File: src/rtl/gray_to_rgb_packer.sv
// rtl/gray_to_rgb_packer.sv - 8-bit gray to RGB555 packer with output FIFO; ROUND_EN selects rounding.
module gray_to_rgb_packer #(
    parameter int PIXEL_WIDTH_IN = 8,
    parameter int MAX_PIXEL_BITS = 15,
    parameter int FIFO_DEPTH     = 4,
    parameter int CNT_W          = 20
) (
    input  logic                      clk_i,
    input  logic                      reset_i,
    input  logic                      start_i,
    input  logic                      finish_i,
    input  logic [PIXEL_WIDTH_IN-1:0] in_px_gray_i,
    input  logic                      in_valid_i,
    output logic                      in_ready_o,
    output logic [MAX_PIXEL_BITS-1:0] out_px_rgb_o,
    output logic                      out_valid_o,
    input  logic                      out_ready_i,
    output logic                      out_last_o,
    output logic                      busy_o,
    output logic [CNT_W-1:0]          px_count_o
);
    localparam int AW = (FIFO_DEPTH > 2) ? $clog2(FIFO_DEPTH) : 1;

    typedef enum logic [1:0] {IDLE, PROCESSING, DRAIN} state_t;

    state_t state, state_next;

    logic [MAX_PIXEL_BITS-1:0] mem_px   [FIFO_DEPTH];
    logic                      mem_last [FIFO_DEPTH];
    logic [AW-1:0]             wr_ptr, rd_ptr;
    logic [AW:0]               count;
    logic                      fifo_full, fifo_empty;
    logic                      push, pop;
    logic [4:0]                c5;

    assign fifo_full  = (count == (AW+1)'(FIFO_DEPTH));
    assign fifo_empty = (count == '0);
    assign push       = in_valid_i & in_ready_o;
    assign pop        = out_valid_o & out_ready_i;

`ifdef ROUND_EN
    logic [8:0] rnd_sum;
    assign rnd_sum = {1'b0, in_px_gray_i[7:0]} + 9'd4;
    assign c5      = rnd_sum[8] ? 5'd31 : rnd_sum[7:3];
`else
    assign c5 = in_px_gray_i[7:3];
`endif

    always_comb begin
        state_next = state;
        in_ready_o = 1'b0;
        case (state)
            IDLE: begin
                if (start_i) state_next = PROCESSING;
            end
            PROCESSING: begin
                // Full blocks input even on a popping cycle: keeps ready off the pop path.
                in_ready_o = !fifo_full;
                if (in_valid_i && !fifo_full && finish_i) state_next = DRAIN;
            end
            DRAIN: begin
                if (fifo_empty) state_next = IDLE;
            end
            default: state_next = IDLE;
        endcase
    end

    always_ff @(posedge clk_i) begin
        if (reset_i) begin
            state <= IDLE;
        end else begin
            state <= state_next;
        end
    end

    always_ff @(posedge clk_i) begin
        if (reset_i) begin
            wr_ptr <= '0;
            rd_ptr <= '0;
            count  <= '0;
        end else begin
            if (push) wr_ptr <= wr_ptr + AW'(1);
            if (pop)  rd_ptr <= rd_ptr + AW'(1);
            if (push && !pop)      count <= count + 1'b1;
            else if (pop && !push) count <= count - 1'b1;
        end
    end

    always_ff @(posedge clk_i) begin
        if (push) begin
            mem_px[wr_ptr]   <= {c5, c5, c5};
            mem_last[wr_ptr] <= finish_i;
        end
    end

    always_ff @(posedge clk_i) begin
        if (reset_i) begin
            px_count_o <= '0;
        end else if (state == IDLE && start_i) begin
            px_count_o <= '0;
        end else if (push && px_count_o != {CNT_W{1'b1}}) begin
            px_count_o <= px_count_o + 1'b1;
        end
    end

    assign out_valid_o  = !fifo_empty;
    assign out_px_rgb_o = out_valid_o ? mem_px[rd_ptr] : '0;
    assign out_last_o   = out_valid_o ? mem_last[rd_ptr] : 1'b0;
    assign busy_o       = (state != IDLE);
endmodule

File: config.mk
export PLATFORM = sky130hd
export DESIGN_NAME = gray_to_rgb_packer
export DESIGN_NICKNAME = d
export VERILOG_FILES = /design/src/rtl/gray_to_rgb_packer.sv
export SDC_FILE = /design/constraint.sdc
export NUM_CORES = 1
export LEC_CHECK = 0
export CORE_ASPECT_RATIO = 0.75
export CORE_MARGIN = 10
export CORE_UTILIZATION = 55
export DETAILED_ROUTE_END_ITERATION = 10
export PLACE_DENSITY = 0.91
export RECOVER_POWER = 25
export SYNTH_ARGS = -nofsm -noshare
export SYNTH_HDL_FRONTEND = slang
export SYNTH_SLANG_ARGS = --single-unit
File: constraint.sdc
create_clock -name clk_i -period 6.5 [get_ports clk_i]
set_input_delay 1.625 -clock clk_i [delete_from_list [all_inputs] [get_ports clk_i]]
set_output_delay 1.625 -clock clk_i [all_outputs]
set_load 0.01 [all_outputs]
==> key figures <==
Setup path
  – Critical path's most frequent cell: inv_1
  – Kind of critical path: primary input to flip-flop
  – CP peak stage delay: around 0.48 ns
  – Reg2reg start: state[0]
  – Crit path from: in_valid_i
  – Critical path arrival: 4.15 ns
  – Worst endpoint required time: just under 7 ns
  – CP Capture Type: flip-flop
  – Critical Path Slowest Stage Cell: clkdlybuf4s50_1
  – CP Launch Type: primary input
  – Critical path fanouts, max: 8
  – Cells along the critical path: clkdlybuf4s50_1 > and3b_1 > nand2_2 > inv_1 > ha_1 > inv_1 > fa_1 > xor2_1 > or3_1 > a21oi_1

Timing
  – Endpoints failing setup: 0
  – Tmin final: around 4 ns
  – Final slew viol count: 0
  – Final hold vios: 0
  – RSZ-0062 raised after global routing: no
  – Slew HR: 0.406
  – Final setup TNS: 0 ns
  – Clock skew: 0.0118 ns
  – Hold slack final: slightly above 0.5 ns
  – Worst-margin pin slew: 0.887 ns
  – Maximum clock rate: about 0.26 GHz
  – Fin crit share: 0.601

Flow run
  – Max cap viols: 0

Final layout
  – Share of layout cells above drive strength 1: 0.0970
  – Final net count: around 290
  – Layout area overhead: 20.2%
  – FF/Latch Area: around 1300 sq um
  – Area of the multi-input gates: ~1100 sq um
  – Final Util: 0.691
  – Most common cell after layout, fill and taps aside: clkdlybuf4s50_1
  – Fillcell total: between 300 and 400
  – Ant diodes: 0
  – Most frequent cells in the layout: clkdlybuf4s50_1, dfxtp_1, nor2_1

Synth
  – Syn Nets: 250
  – EDFF count, synth: 24
  – Ys async rst share: 0
  – Post-synthesis instance total: between 200 and 250
  – Sequential share of the synthesized area: 0.517
  – Post-synth cell types: 47
  – Synthesized area per cell: about 11 sq um
  – Top_reg_cell synth: dfxtp_1
  – Yosys warns: 0
  – Synthesis-stage register bit count: 55
  – Mapped Area: approximately 2600 sq um

Clock tree
  – Clock-pin slew on the worst setup and hold paths: roughly 0.1 ns
  – CTS tree: built
  – # Post-CTS Setup Buffers: 0
  – Clock Root Buffer: clkbuf_8
  – Clock Path Buffers: 2
  – Sink Count: 55
  – Post-CTS sizing: 0
  – Hold_buf cts: 0
  – TritonCTS Buffers: 5
  – H-tree Lvls: 2
  – Skew-Pair Late Insertion Delay: 0.31 ns

Hold path
  – HP Start: wr_ptr[1]
  – Hold Crit Class: flip-flop to flip-flop

Detailed routing
  – Wirelength per Cell: 17.5 um
  – DRT iter0 DRCs: about 140
  – TritonRoute pass-1 iters: 4
  – Post-DRT Antenna Nets: 0
  – Routed WL: around 5700 um
  – Vias: about 1,900
  – Avg Vias per Cell: between 5 and 6
  – DRC errors left: 0

Floorplan
  – Initial Util: 0.574
  – Die height: a little under 80 um
  – Std-Cell Core Area: between 4000 and 5000 sq um
  – I/O Pins: 53
  – Chip Width: roughly 99 um
  – Die area: just under 8000 sq um
  – # rows: 21

Global routing
  – Largest net degree at the start of global routing: 17
  – Antenna violations before repair: 0
  – First-pass GRT wire length: around 9400 um
  – GRT Total Usage: 0.147
  – Global route total overflow: 0
  – Number of global-route vias before repair: just under 2,000

Power and ir drop
  – Worst vdd ir: about 190 uV
  – Leak: between 0.001 and 0.0015 uW
  – Power per cell area: 279 nW/um^2

Placement
  – Dpl hpwl: 4410 um
  – Gpl congestion: between 0.7 and 0.8
  – Buffers on Ports: around 50

Run status
  – Status: finished, final reports clean
==> registers in the layout (all words and copies together) (netlist names), named ones only <==
register	flops
mem_px	20
px_count_o	20
mem_last	4
count	3
rd_ptr	2
state	2
wr_ptr	2
==> where the power goes <==
group	internal [uW]	switching, uW
Sequential	380	25.7
Combinational	155	129
Clock	75.5	106
Total	611	261
==> layer usage <==
metal  up-vias  routed length (um)  share of wire  GRT usage
met3        10                 357          0.063     0.0467
met5         -                   0              0          0
met2        60                2890           0.51      0.249
met4         0                  86          0.015     0.0557
li1        893                   -              -          -
met1       930                2360           0.41      0.171
==> stage by stage <==
stage          std cells  power, uW  cell area (sq um)  setup WS (ns)
2_1_floorplan        229        596               2600           3.15
3_3_place_gp         317        688               3040           2.37
3_5_place_dp         317        703               3040           2.29
4_1_cts              325        880               3120           2.61
5_1_grt              325        916               3120           2.46
6_report             325        872               3120           2.60
==> worst max-delay path, delay by kind of cell <==
kind / cells / cell delay, ns
AO/OA/AOI/OAI: 1 / 0.14
XOR/XNOR: 1 / 0.16
adder cells (fa/ha/maj): 2 / 0.58
buffers and inverters: 3 / 0.73
AND/OR/NAND/NOR: 3 / 0.92
==> layout make-up <==
class,count,area share
Clock inverter,2,0.00401
Inverter,6,0.00721
Multi-Input combinational cell,150,0.356
Tap cell,57,0.0228
Sequential cell,55,0.430
Timing Repair Buffer,49,0.157
Clock buffer,6,0.0232
==> synthesized netlist by cell type (2+ instances only) <==
| cell type | n | area share |
|---|---|---|
| a21oi_1 | 9 | 0.017 |
| clkbuf_1 | 4 | 0.0058 |
| nor4_1 | 2 | 0.0048 |
| a31oi_1 | 3 | 0.0072 |
| xnor2_1 | 11 | 0.037 |
| nand4_1 | 6 | 0.014 |
| inv_1 | 6 | 0.0087 |
| nor2_1 | 28 | 0.040 |
| dfxtp_1 | 31 | 0.24 |
| ha_1 | 6 | 0.029 |
| and4_1 | 2 | 0.0067 |
| mux2i_1 | 2 | 0.0077 |
| edfxtp_1 | 24 | 0.28 |
| a211oi_1 | 3 | 0.0087 |
| nor3_2 | 2 | 0.0077 |
| mux4_2 | 6 | 0.052 |
| o21ai_0 | 4 | 0.0077 |
| nand2_1 | 19 | 0.027 |
| nand4_4 | 2 | 0.016 |
| xor2_1 | 5 | 0.017 |
| and3_1 | 7 | 0.017 |
| and2_1 | 6 | 0.014 |
| nand3_1 | 5 | 0.0096 |
| or3_1 | 2 | 0.0048 |
| buf_4 | 12 | 0.035 |
==> final timing paths <==
kind                     to  slack [ns]  cells after the start
setup / recovery   count[2]        2.60                     10
hold / removal    wr_ptr[1]        0.51                      2
setup reg to reg   count[2]        3.95                      9
hold reg to reg   wr_ptr[1]        0.51                      2
==> logic make-up after synthesis <==
kind of cell | Yosys count | share of synthesized area
xor gates and xnor gates | 16 | 0.0540
DFF | 55 | 0.517
AOI/OAI and AO/OA | 27 | 0.0704
and+or+nand+nor | 92 | 0.207
adders and majority gates | 7 | 0.0366
muxes | 8 | 0.0598
buffers and inverters | 24 | 0.0554
Note: power is estimated with default switching activity, not from simulation.
